--- src/rtl/move_entry.sv ---
// move_entry: synchronizes and debounces the enter/new-game buttons
// and turns each accepted press into one validated single-cycle strobe.
module move_entry #(
   parameter int DEBOUNCE_CYCLES = 4
) (
   input  logic       clock,
   input  logic       reset,
   input  logic       enter_L,
   input  logic       newGame_L,
   input  logic [3:0] hMove,
   input  logic [8:0] taken,
   input  logic       busy,
   output logic [3:0] move,
   output logic       moveValid,
   output logic       moveError,
   output logic       newGame
);

   typedef enum logic [1:0] {IDLE, CHECK, HOLD} state_t;

   localparam logic [7:0] LAST = 8'(DEBOUNCE_CYCLES - 1);

   logic        enMeta, enSyncL;
   logic        ngMeta, ngSyncL;
   logic [3:0]  hMeta, hSync;
   logic        enSync, ngSync;
   logic [7:0]  enCnt, ngCnt;
   logic        enDb, ngDb;
   logic        enDbPrev, ngDbPrev;
   logic        enRise, ngRise;
   logic [15:0] takenX;
   logic [3:0]  idx;
   logic        legal;
   state_t      state;

   // two-flop synchronizers; buttons come out of reset released
   always_ff @(posedge clock) begin
      if (reset) begin
         enMeta  <= 1'b1;
         enSyncL <= 1'b1;
         ngMeta  <= 1'b1;
         ngSyncL <= 1'b1;
         hMeta   <= 4'd0;
         hSync   <= 4'd0;
      end else begin
         enMeta  <= enter_L;
         enSyncL <= enMeta;
         ngMeta  <= newGame_L;
         ngSyncL <= ngMeta;
         hMeta   <= hMove;
         hSync   <= hMeta;
      end
   end

   assign enSync = ~enSyncL;
   assign ngSync = ~ngSyncL;

   // enter debouncer: level must differ for DEBOUNCE_CYCLES cycles
   always_ff @(posedge clock) begin
      if (reset) begin
         enCnt    <= 8'd0;
         enDb     <= 1'b0;
         enDbPrev <= 1'b0;
      end else begin
         enDbPrev <= enDb;
         if (enSync == enDb) begin
            enCnt <= 8'd0;
         end else if (enCnt == LAST) begin
            enDb  <= ~enDb;
            enCnt <= 8'd0;
         end else begin
            enCnt <= enCnt + 8'd1;
         end
      end
   end

   // new-game debouncer, same scheme as enter
   always_ff @(posedge clock) begin
      if (reset) begin
         ngCnt    <= 8'd0;
         ngDb     <= 1'b0;
         ngDbPrev <= 1'b0;
      end else begin
         ngDbPrev <= ngDb;
         if (ngSync == ngDb) begin
            ngCnt <= 8'd0;
         end else if (ngCnt == LAST) begin
            ngDb  <= ~ngDb;
            ngCnt <= 8'd0;
         end else begin
            ngCnt <= ngCnt + 8'd1;
         end
      end
   end

   assign enRise = enDb & ~enDbPrev;
   assign ngRise = ngDb & ~ngDbPrev;

   // zero-padded so out-of-range move values never index past taken
   assign takenX = {7'd0, taken};
   assign idx    = hSync - 4'd1;
   assign legal  = (hSync != 4'd0) && (hSync <= 4'd9) &&
                   !takenX[idx] && !busy;

   // enter FSM; strobes are registered alongside the IDLE->CHECK move
   always_ff @(posedge clock) begin
      if (reset) begin
         state     <= IDLE;
         move      <= 4'd0;
         moveValid <= 1'b0;
         moveError <= 1'b0;
         newGame   <= 1'b0;
      end else begin
         moveValid <= 1'b0;
         moveError <= 1'b0;
         newGame   <= ngRise;
         case (state)
            IDLE: begin
               if (enRise && ngRise) begin
                  state <= HOLD;
               end else if (enRise) begin
                  state     <= CHECK;
                  move      <= hSync;
                  moveValid <= legal;
                  moveError <= ~legal;
               end
            end
            CHECK: state <= HOLD;
            HOLD: begin
               if (!enDb) state <= IDLE;
            end
            default: state <= IDLE;
         endcase
      end
   end

endmodule

--- config.mk ---
export PLATFORM = sky130hd
export DESIGN_NAME = move_entry
export DESIGN_NICKNAME = d
export VERILOG_FILES = /design/src/rtl/move_entry.sv
export SDC_FILE = /design/constraint.sdc
export NUM_CORES = 1
export LEC_CHECK = 0
export BUFFER_PORTS_ARGS = -buffer_cell sky130_fd_sc_hd__buf_4
export CAP_MARGIN = 15
export CORE_AREA = 8 8 73 75
export CTS_CLUSTER_SIZE = 14
export DETAILED_ROUTE_END_ITERATION = 12
export DIE_AREA = 0 0 81 83
export GPL_TIMING_DRIVEN = 0
export PLACE_DENSITY_LB_ADDON = 0.1
export SLEW_MARGIN = 5
export SYNTH_ARGS = -nofsm -noshare
export SYNTH_HDL_FRONTEND = slang
export SYNTH_SLANG_ARGS = --single-unit
export TNS_END_PERCENT = 5
--- constraint.sdc ---
create_clock -name clock -period 2.8 [get_ports clock]
set_clock_uncertainty 0.2 [all_clocks]
set_input_delay 0.28 -clock clock [delete_from_list [all_inputs] [get_ports clock]]
set_output_delay 0.28 -clock clock [all_outputs]
set_load 0.02 [all_outputs]
### Word level (Yosys, flattened, before mapping)

Index checks and enable logic that the tools add are counted.

* divide/modulo/power cells: 0
* bitwise logic cells: 14
* reductions and logical operators: 15
* shift operators: 0
* $add $sub $neg: 3
* multiplexer cells: 6
* equality and inequality tests: 8
* multipliers: 0
* order comparisons: 2

Operators by type and width (count)
* 8-bit by 1-bit adder with 8-bit output, second input constant: 2
* 8-bit by 2-bit == test with 1-bit output, second input constant: 2
* 1-bit inverter: 12
* 2-bit 2-to-1 mux: 3
* 2-bit case mux with 3 select lines: 1
* 2-bit AND reduction: 3
* 3-bit OR reduction: 2
* 4-bit by 5-bit < comparator with 1-bit output, second input constant: 1
* 1-bit binary-select mux with 4-bit select: 1
* 4-bit <= comparator, second input constant: 1
* 1-bit logical AND: 4
* 4-bit nonzero test: 1
* 4-bit OR reduction: 1
* 4-bit by 1-bit subtractor with 4-bit output, second input constant: 1
* 3-bit != test, second input constant: 1
* 3-bit AND reduction: 1
* 1-bit AND: 2
* 1-bit == test: 2
* 2-bit by 1-bit == test with 1-bit output, second input constant: 1
* 2-bit == test, second input constant: 1
* 1-bit logical NOT: 2
* 2-bit logical NOT: 1
* 2-bit != test, second input constant: 1
* 1-bit 2-to-1 mux: 1

* bits in latches: 0
* input bits: 18
* memory bits (read-only): 0
* memories: 0
* register bits after elaboration: 41
* memory bits (writable): 0
* logic and storage cells: 65

### Depth between registers and ports, before layout

Gate-level depths: netlist of the first run.

* word-level depth: 7
* mapped depth: 7
* gate-level depth less buffers: 6

### Least setup slack after synthesis of the first run

No wires, ideal clock.

* path type: reg-to-reg
* start point: register hSync[0]
* end point: register moveError
* arrival time: 1657 ps
* setup slack: 818 ps
* required time: 2475 ps
* library setup time: 125 ps
* cell stages (with the launch flop): 8
* cell sequence: dfxtp_1 > inv_1 > ha_1 > clkbuf_1 > and4b_1 > o31a_1 > o31ai_1 > o21ai_1

* cells in the longest elaborated chain, start to end: 7

RTL lines
* start, declared: RTL line 25 `logic [3:0] hMeta, hSync;`
* start signal, assigned: RTL line 51 `hSync <= hMeta;`
* 4-bit by 1-bit subtractor with 4-bit output: RTL line 101 `assign idx = hSync - 4'd1;`
* 1-bit binary-select mux with 4-bit select: RTL line 103 `!takenX[idx] && !busy;`
* 1-bit 2-to-1 mux (not written as such): RTL line 103
* 1-bit logical NOT: RTL line 103
* 1-bit logical AND *: RTL line 102 `assign legal = (hSync != 4'd0) && (hSync <= 4'd9) &&`
* 1-bit logical AND *: RTL line 103
* 1-bit inverter *: RTL line 125 `moveError <= ~legal;`
* end signal, assigned: RTL line 125
* end, declared: RTL line 15 `output logic moveError,`

Mark *: on every way between the ends. The rest lies on a longest branch, timed or not. The select of a mux whose other input is x is not followed.
A chain may end at the register's enable or synchronous reset.

### Worst setup path after layout of the first run

Same ends and word-level chain as after synthesis.

==> results of run 1 <==
## critical path: cells and delay by family, from the launching register on
kind / cells / cell delay (ns)
adder cells (fa/ha/maj): 1 / 0.30
flip-flops: 1 / 0.42
buffers and inverters: 2 / 0.31
AO/OA/AOI/OAI: 3 / 0.63
AND/OR/NAND/NOR: 1 / 0.22
## area by class of cell
class | instances | area share [%]
timing repair buffer | 28 | 11.09
inverter | 4 | 0.7561
buffer | 6 | 1.512
clock buffer | 8 | 4.033
tap | 52 | 3.277
multi-input combinational | 116 | 38.00
sequential | 41 | 41.34
## per-layer routing
metal	track usage, %	vias to the layer above
met4	2.927	0
met2	15.47	17
li1	-	629
met1	9.114	554
met3	3.879	5
met5	0	-
## per-stage QoR
stage	instance area, um2	util (%)	hold slack (ns)	power [mW]
final	1986	47.23	0.01299	1.026
after global routing	1986	47.23	0.007533	1.085
after CTS	1976	46.99	0.005606	1.043
after detailed placement	1866	44.38	0.1934	0.6714
after global placement	1866	44.38	0.1911	0.6696
after floorplan	1620	-	0.1516	0.6438
## power by group
| part | internal (mW) | total, mW | switching [mW] |
|---|---|---|---|
| sequential | 0.592 | 0.596 | 0.00430 |
| combinational | 0.0374 | 0.0655 | 0.0282 |
| clock | 0.177 | 0.364 | 0.187 |
| total | 0.806 | 1.03 | 0.220 |
## kinds of logic (layout without fill, tap and decap cells)
family / Yosys count / count (layout) / share of synthesized area, %
fa+ha+maj: 4 / 4 / 3.089
mux: 6 / 6 / 3.707
xor+xnor: 17 / 17 / 9.189
simple gates: 79 / 79 / 26.33
compound gates: 10 / 10 / 4.247
flops: 41 / 41 / 50.66
buf+inv: 10 / 46 / 2.780
## worst min path at each step
stage	start	cells after the start	slack, ns	end
6_report	reset	2	0.01	hSync[0]$_SDFF_PP0_
5_1_grt	reset	2	0.008	hSync[1]$_SDFF_PP0_
4_1_cts	reset	2	0.006	hSync[0]$_SDFF_PP0_
3_5_place_dp	enMeta$_SDFF_PP1_	1	0.19	enSyncL$_SDFF_PP1_
3_3_place_gp	ngMeta$_SDFF_PP1_	1	0.19	ngSyncL$_SDFF_PP1_
2_1_floorplan	reset	1	0.15	hSync[0]$_SDFF_PP0_
## state kept, by name, indices dropped and copies added, names as in the netlist
register   flops
enCnt          8
enDb           1
enDbPrev       1
enMeta         1
enSyncL        1
hMeta          4
hSync          4
move           4
moveError      1
moveValid      1
newGame        1
ngCnt          8
ngDb           1
ngDbPrev       1
ngMeta         1
ngSyncL        1
state          2
## Yosys cell counts (2+ instances only)
| cell type | instances | share of area (%) |
|---|---|---|
| or3_1 | 2 | 0.77 |
| nand2_1 | 3 | 0.69 |
| nand2b_1 | 3 | 1.2 |
| xnor2_1 | 7 | 3.8 |
| and3_1 | 4 | 1.5 |
| inv_1 | 4 | 0.93 |
| nor2_1 | 26 | 6.0 |
| ha_1 | 4 | 3.1 |
| a21oi_1 | 3 | 0.93 |
| nor3_1 | 5 | 1.5 |
| or2_2 | 4 | 1.5 |
| nor2b_1 | 11 | 4.2 |
| a211oi_1 | 2 | 0.93 |
| mux2i_1 | 6 | 3.7 |
| dfxtp_1 | 41 | 51 |
| xor2_1 | 10 | 5.4 |
| clkbuf_1 | 5 | 1.2 |
| nand3_1 | 13 | 4.0 |
==> metrics.md, run 1 <==
| Metric | Value |
|---|---|
| Post-Route WL | `roughly 2900 um` |
| Mapped Area | `about 1600 um2` |
| Max-cap violations | `0` |
| EDFF count, synth | `0` |
| Post-place setup slack | `0.6211 ns` |
| CTS Buffer Depth | `2` |
| RePlAce Congestion | `0.7258` |
| Hold Vio Cnt, Final | `0` |
| Unrepaired setup endpoints after global routing | `no` |
| Slew headroom | `71.34%` |
| Distinct cells, synth | `32` |
| Worst IR Drop VDD | `283.3 uV` |
| Worst r2r src | `hSync[0]$_SDFF_PP0_` |
| Total CTS buffers | `5` |
| Core Region | `4204 um2` |
| Htree depth | `2` |
| CTS tree | `done` |
| Area delta synth->final | `22.55%` |
| Multi-input gate area | `about 750 um2` |
| Slowest CP cell | `dfxtp_1` |
| LEAKAGE | `about 0.80 nW` |
| PD cells | `between 500 and 600 nW/um2` |
| Worst-margin pin slew | `around 0.43 ns` |
| Layout Cells excl Fill | `255` |
| Postcts setup bufs | `0` |
| CTS Hold Buffers Added | `3` |
| Hold Crit Class | `in2reg` |
| Avg Cell Area, Syn | `between 9 and 10 um2` |
| Nature of the critical path endpoint | `register` |
| Met1 WL | `about 1200 um` |
| Dpl hpwl | `between 2000 and 2500 um` |
| Commonest non-fill, non-tap cells in the layout | `41 x dfxtp_1, 26 x nor2_1, 24 x buf_4` |
| Top FF cell, synth | `dfxtp_1` |
| Met3 WL | `approximately 180 um` |
| Ant diodes | `0` |
| GRT Overall Usage | `8.887%` |
| Full die area | `approximately 6700 um2` |
| F_max | `456.9 MHz` |
| IO buf count | `24` |
| Root Buffer | `clkbuf_8` |
| Worst-path maximum fanout | `6` |
| FF+latch area | `between 800 and 900 um2` |
| Gr ovfl total | `0` |
| First-pass GRT wire length | `4843 um` |
| Die width | `between 80 and 90 um` |
| Placed insts | `~240` |
| Yosys reg bits | `41` |
| Die height | `~83 um` |
| WL/cell | `about 11 um` |
| Cells after synthesis | `between 150 and 200` |
| Met2 Routed Length | `roughly 1400 um` |
| Vias in the first global route | `around 1200` |
| Initial Util | `between 30% and 40%` |
| Status | `finished, final reports clean` |
| CP Capture Point | `moveError$_SDFF_PP0_` |
| FF-to-FF End | `moveError$_SDFF_PP0_` |
| CP Launch Point | `hSync[0]$_SDFF_PP0_` |
| Final setup TNS | `0 ns` |
| WP data required | `2.77 ns` |
| Clock Pin Slew Worst Setup and Hold Paths | `approximately 0.070 ns` |
| YS warnings | `0` |
| Setup violations, final | `0` |
| Register area share after synthesis | `50.66%` |
| Routed vias | `about 1200` |
| CP startpoint kind | `register` |
| Max Used Layer | `met4` |
| Tcrit/Tclk final | `between 70% and 80%` |
| DRT iter0 DRCs | `40` |
| Initial antenna violation count | `0` |
| Slew Viols, Final | `0` |
| Syn_nets | `between 150 and 200` |
| Reg2reg setup slack | `between 0.6 and 0.7 ns` |
| DRC | `0` |
| Worst path max stage delay | `between 0.4 and 0.5 ns` |
| Post-CTS resize count | `0` |
| Fraction of registers with async set/reset | `0%` |
| Cells along the critical path | `inv_1 > ha_1 > clkbuf_1 > and4b_1 > o31a_1 > o31ai_1 > o21ai_1` |
| Most common cell after layout, fill and taps aside | `dfxtp_1` |
| Number of cell rows | `24` |
| Worst R2R Path Depth | `7` |
| Final Critical Period | `around 2.2 ns` |
| Layout cells sized above 1 | `a little under a fifth` |
| Filler instances | `416` |
| Kind of critical path | `reg2reg` |
| Routed Antenna Nets | `0` |
| Final setup margin | `~0.6 ns` |
| Arrival time worst endpoint | `about 2.2 ns` |
| Pre-Repair DR Iteration Count | `4` |
| Nets@finish | `224` |
| Total I/O pin count | `25` |
| Clk sinks | `just over 40` |
| Worst-skew pair later-pin latency | `~0.28 ns` |
| Average vias per placed instance | `around 4.7` |
| Largest net degree at the start of global routing | `12` |
(Power assumes the default switching activity.)
==> run 2: changes to the inputs <==
==> constraint.sdc (replaced) <==
create_clock -name clock -period 1.9 [get_ports clock]
set_clock_uncertainty 0.2 [all_clocks]
set_input_delay 0.19 -clock clock [delete_from_list [all_inputs] [get_ports clock]]
set_output_delay 0.19 -clock clock [all_outputs]
set_load 0.02 [all_outputs]
==> run 2 against run 1 <==
Against the previous run:
- sequential share of layout area fell by 2.0 points
- register-to-register slack worse by 0.53 ns
- final cell count up 1.6%
- first-iteration DRC count fell by 35%
- critical endpoint is now enCnt[5]$_SDFF_PP0_
- via count fell by 0.17%
- sequential power is 47% higher
- sequential cell count unchanged
- clock power is 90% higher
- maximum frequency grew 20%
==> metrics.md, run 2 (synthesis results as in run 1) <==
| Metric | Value |
|---|---|
| RePlAce Congestion | `between 0.7 and 0.8` |
| Met3 WL | `135 um` |
| Filler instances | `409` |
| CP startpoint kind | `register` |
| DRC | `0` |
| Vias in the first global route | `roughly 1200` |
| Fin Hold WS | `~0.13 ns` |
| Routed Antenna Nets | `0` |
| Final setup margin | `just under 0.08 ns` |
| First-pass GRT wire length | `between 5000 and 6000 um` |
| Hold Vio Cnt, Final | `0` |
| Layout Cells excl Fill | `about 260` |
| Final Critical Period | `~1.8 ns` |
| FF+latch area | `between 800 and 900 um2` |
| CTS tree | `done` |
| Layout cells sized above 1 | `23.67%` |
| Status | `finished, final reports clean` |
| Worst R2R Path Depth | `6` |
| Total CTS buffers | `5` |
| Met1 WL | `about 1300 um` |
| Layout Utilization | `between 50 and 60%` |
| Nets@finish | `~230` |
| Slew Viols, Final | `0` |
| Total I/O pin count | `25` |
| Largest net degree at the start of global routing | `14` |
| Slew headroom | `around three quarters` |
| CTS Buffer Depth | `2` |
| IO buf count | `24` |
| Initial Util | `about two fifths` |
| Full die area | `around 6700 um2` |
| LEAKAGE | `~0.84 nW` |
| WP data required | `roughly 1.9 ns` |
| Nature of the critical path endpoint | `register` |
| GRT Overall Usage | `approximately a tenth` |
| Average vias per placed instance | `about 4.6` |
| Placed insts | `roughly 240` |
| Max-cap violations | `0` |
| Post-DP Area | `~1900 um2` |
| Hold path depth | `5` |
| Multi-input gate area | `between 700 and 800 um2` |
| Die height | `just over 80 um` |
| Tcrit/Tclk final | `95.86%` |
| Final setup TNS | `0 ns` |
| Initial antenna violation count | `0` |
| Clk sinks | `between 40 and 50` |
| Number of cell rows | `24` |
| Clock Pin Slew Worst Setup and Hold Paths | `about 0.08 ns` |
| Total Power | `1.677 mW` |
| Post-Route WL | `just over 3000 um` |
| Arrival time worst endpoint | `approximately 1.8 ns` |
| Die width | `slightly above 80 um` |
| Biggest regs | `enCnt x8, ngCnt x8` |
| Max Used Layer | `met4` |
| Worst IR Drop VDD | `roughly 460 uV` |
| Pre-Repair DR Iteration Count | `3` |
| Met2 Routed Length | `between 1500 and 2000 um` |
| Worst-skew pair later-pin latency | `0.29 ns` |
| Core Region | `~4200 um2` |
| Fin area | `between 2000 and 2500 um2` |
| PD cells | `just under 800 nW/um2` |
| Commonest non-fill, non-tap cells in the layout | `37 x dfxtp_1, 26 x nor2_1, 25 x buf_4` |
| F_max | `549.1 MHz` |
| Most common cell after layout, fill and taps aside | `dfxtp_1` |
| Ant diodes | `0` |
| Setup violations, final | `0` |
| Area delta synth->final | `30.42%` |
| WL/cell | `11.66 um` |
| Root Buffer | `clkbuf_8` |
| Kind of critical path | `reg2reg` |
| Post-place setup slack | `-0.1210 ns` |
| Hold Crit Class | `in2reg` |
| DRT iter0 DRCs | `26` |
| Htree depth | `2` |
| Dpl hpwl | `about 2200 um` |
| Gr ovfl total | `0` |
| Worst-margin pin slew | `about 0.40 ns` |
| Unrepaired setup endpoints after global routing | `yes` |
| Worst-path maximum fanout | `8` |
| Routed vias | `between 1000 and 1500` |
## run 2: changes by cell type in the layout (fill, tap and decap cells not counted), moves of 2 or more
cell           before  now
dlygate4sd3_1       4    8
dfxtp_2             0    2
ha_4                0    2
ha_1                4    2
dfxtp_4             0    2
dfxtp_1            41   37
clkbuf_1            8    5
## run 2: repair_timing
action,4_1_cts,5_1_grt
setup endpoints to repair,11,9
resized for setup,9,4
pin swaps,2,1
hold buffers,8,0
buffers inserted,1,0
hold endpoints to repair,11,0
## run 2: area by class of cell
type	instances	share of cell area, %
buffer	5	1.243
timing repair buffer	33	12.67
clock buffer	6	3.434
multi-input combinational	116	37.71
tap	52	3.079
clock inverter	2	1.835
inverter	4	0.7105
sequential	41	39.31
## run 2: worst paths after layout
kind / startpoint / to / slack (ns)
max: enCnt[0]$_SDFF_PP0_ / enCnt[5]$_SDFF_PP0_ / 0.08
min: taken[2] / moveError$_SDFF_PP0_ / 0.13
max reg2reg: enCnt[0]$_SDFF_PP0_ / enCnt[5]$_SDFF_PP0_ / 0.08
min reg2reg: enMeta$_SDFF_PP1_ / enSyncL$_SDFF_PP1_ / 0.23
## run 2: power breakdown
part,internal [mW],switching [mW]
Clock,0.394,0.296
Sequential,0.870,0.00624
Combinational,0.0655,0.0452
Total,1.33,0.347
## run 2: routing by layer
layer  GRT usage, %  vias to the layer above
met4          4.390                        0
met1          10.46                      548
met2          16.50                       15
met5              0                        -
met3          2.909                        4
li1               -                      636
## run 2: critical path, cell delays in order (launching register included)
cell and delay, ns:
dfxtp_4 0.37, ha_4 0.15, or4b_4 0.47, nor4_4 0.19
or3_1 0.16, buf_6 0.12, nor2_1 0.05
==> run 3: changes to the inputs <==
--- a/config.mk
+++ b/config.mk
@@ -7,10 +7,10 @@
 export LEC_CHECK = 0
 export BUFFER_PORTS_ARGS = -buffer_cell sky130_fd_sc_hd__buf_4
 export CAP_MARGIN = 15
-export CORE_AREA = 8 8 73 75
+export CORE_AREA = 3 3 68 70
 export CTS_CLUSTER_SIZE = 14
 export DETAILED_ROUTE_END_ITERATION = 12
-export DIE_AREA = 0 0 81 83
+export DIE_AREA = 0 0 71 73
 export GPL_TIMING_DRIVEN = 0
 export PLACE_DENSITY_LB_ADDON = 0.1
 export SLEW_MARGIN = 5
==> run 3 against run 2 <==
Against the previous run:
- clock-buffer cell count is 2 higher
- largest power group unchanged
- sequential cell count unchanged
- design area fell by 1.8%
- critical path type unchanged
- via count up 1.5%
- die area shrank 23%
==> metrics.md, run 3 (synthesis results as in run 1) <==
| Metric | Value |
|---|---|
| Status | `finished, final reports clean` |
| Slew headroom | `71.40%` |
| Average vias per placed instance | `between 4 and 5` |
| Initial antenna violation count | `0` |
| Fin Hold WS | `0.1393 ns` |
| Slew Viols, Final | `0` |
| Hold Vio Cnt, Final | `0` |
| Biggest regs | `enCnt x8, ngCnt x8` |
| Reg2reg setup slack | `around 0.076 ns` |
| CP Launch Point | `enCnt[0]$_SDFF_PP0_` |
| Area delta synth->final | `28.03%` |
| Commonest non-fill, non-tap cells in the layout | `37 x dfxtp_1, 26 x nor2_1, 25 x buf_4` |
| Arrival time worst endpoint | `~1.8 ns` |
| Layout cells sized above 1 | `~22%` |
| Most common cell after layout, fill and taps aside | `dfxtp_1` |
| RePlAce Congestion | `0.7346` |
| Final Critical Period | `1.824 ns` |
| DRT iter0 DRCs | `16` |
| Cells along the critical path | `ha_4 > or4b_4 > nor4_4 > or3_1 > buf_6 > nor2_1` |
| Ant diodes | `0` |
| Root Buffer | `clkbuf_8` |
| DRC | `0` |
| WP data required | `around 1.9 ns` |
| Number of cell rows | `23` |
| Filler instances | `approximately 390` |
| Slowest CP cell | `or4b_4` |
| Sw Pwr | `0.3228 mW` |
| Total CTS buffers | `5` |
| Hold Crit Class | `in2reg` |
| Largest net degree at the start of global routing | `12` |
| Post-place setup slack | `-0.1231 ns` |
| Unrepaired setup endpoints after global routing | `no` |
| Multi-input gate area | `just under 800 um2` |
| Worst IR Drop VDD | `roughly 350 uV` |
| Max-cap violations | `0` |
| Total Power | `around 1.5 mW` |
| First-pass GRT wire length | `roughly 4900 um` |
| Nets@finish | `between 200 and 250` |
| Die height | `around 73 um` |
| Worst-path maximum fanout | `8` |
| LEAKAGE | `roughly 0.82 nW` |
| Pre-Repair DR Iteration Count | `2` |
| Worst-margin pin slew | `between 0.4 and 0.5 ns` |
| Dpl hpwl | `around 2100 um` |
| Placed insts | `~240` |
| F_max | `around 550 MHz` |
| Gr ovfl total | `0` |
| Post-DP Area | `~1900 um2` |
| CTS Buffer Depth | `2` |
| Worst r2r src | `enCnt[0]$_SDFF_PP0_` |
| Seq pwr share | `between 50% and 60%` |
| CP Buf/Inv Count | `1` |
| Power share of the clock group | `between 30% and 40%` |
| Routed vias | `about 1200` |
| Vias in the first global route | `between 1000 and 1500` |
| Worst path max stage delay | `about 0.47 ns` |
| Setup violations, final | `0` |
| FF-to-FF End | `enCnt[4]$_SDFF_PP0_` |
| Internal power | `about 1.2 mW` |
| Clk sinks | `41` |
| Combinational share of power | `between 7 and 8%` |
| Clock Pin Slew Worst Setup and Hold Paths | `~0.07 ns` |
| FF+latch area | `a little over 800 um2` |
| Worst R2R Path Depth | `6` |
| IO buf count | `24` |
| Cell depth of the worst setup path | `6` |
| Core Region | `approximately 4000 um2` |
| Nature of the critical path endpoint | `register` |
| Layout Utilization | `around 51%` |
| Fin area | `approximately 2100 um2` |
| Total I/O pin count | `25` |
| Tcrit/Tclk final | `~96%` |
| Layout Cells excl Fill | `approximately 260` |
| Die width | `roughly 71 um` |
| CP startpoint kind | `register` |
| Full die area | `roughly 5200 um2` |
| Kind of critical path | `reg2reg` |
| Final setup TNS | `0 ns` |
| PD cells | `732.4 nW/um2` |
| Sw Share | `between 20% and 30%` |
| Top delay family on crit path | `simple AND/OR/NAND/NOR gates` |
| CP Capture Point | `enCnt[4]$_SDFF_PP0_` |
| Post-Route WL | `2919 um` |
| CTS tree | `done` |
| Hold path depth | `5` |
| Routed Antenna Nets | `0` |
| GRT Overall Usage | `12.05%` |
| Htree depth | `2` |
| Initial Util | `40.22%` |
| Worst-skew pair later-pin latency | `between 0.2 and 0.3 ns` |
| Final setup margin | `0.07643 ns` |
| WL/cell | `roughly 11 um` |
## run 3: changes by cell type in the layout (fill, tap and decap cells not counted), sizes merged
cell and delta:
clkinv -1, bufinv -1, clkbuf +2
## run 3: worst register-to-register path, delay by kind of cell (launching register included)
kind | cells | cell delay, ns
AND/OR/NAND/NOR | 4 | 0.86
flip-flops | 1 | 0.38
adder cells (fa/ha/maj) | 1 | 0.15
buffers and inverters | 1 | 0.13
## run 3: worst min path at each step
stage	start	end	slack [ns]
final	taken[6]	moveError$_SDFF_PP0_	0.14
after global routing	taken[6]	moveError$_SDFF_PP0_	0.18
after CTS	taken[2]	moveError$_SDFF_PP0_	0.13
after detailed placement	enter_L	enMeta$_SDFF_PP1_	0.18
after global placement	enter_L	enMeta$_SDFF_PP1_	0.18
after floorplan	reset	hSync[0]$_SDFF_PP0_	0.05
## run 3: what timing repair did
action | 4_1_cts | 5_1_grt
setup buffers | 1 | 0
gates resized for setup | 9 | 3
endpoints found under the setup margin | 11 | 9
hold buffers | 8 | 0
pin swaps | 3 | 1
hold endpoints to repair | 11 | 0
## run 3: metal layers
metal | track usage, % | vias to the layer above | part of all wire, %
met5 | 0 | - | 0
met4 | 3.758 | 0 | 1.2
met3 | 4.132 | 5 | 4.0
met2 | 23.07 | 15 | 53
met1 | 12.22 | 568 | 42
li1 | - | 633 | -
## run 3: final cells by class
| class | count | share of cell area [%] |
|---|---|---|
| timing repair buffer | 33 | 12.91 |
| tap | 50 | 3.016 |
| sequential | 41 | 40.05 |
| clock buffer | 8 | 3.860 |
| inverter | 4 | 0.7238 |
| buffer | 5 | 1.267 |
| multi-input combinational | 116 | 38.18 |
## run 3: power by group through the flow
stage / clock, mW / combinational [mW] / sequential (mW)
4_1_cts: 0.560 / 0.108 / 0.877
5_1_grt: 0.589 / 0.124 / 0.877
3_5_place_dp: 0 / 0.0946 / 0.899
6_report: 0.533 / 0.111 / 0.876
3_3_place_gp: 0 / 0.0920 / 0.898
2_1_floorplan: 0 / 0.0553 / 0.897
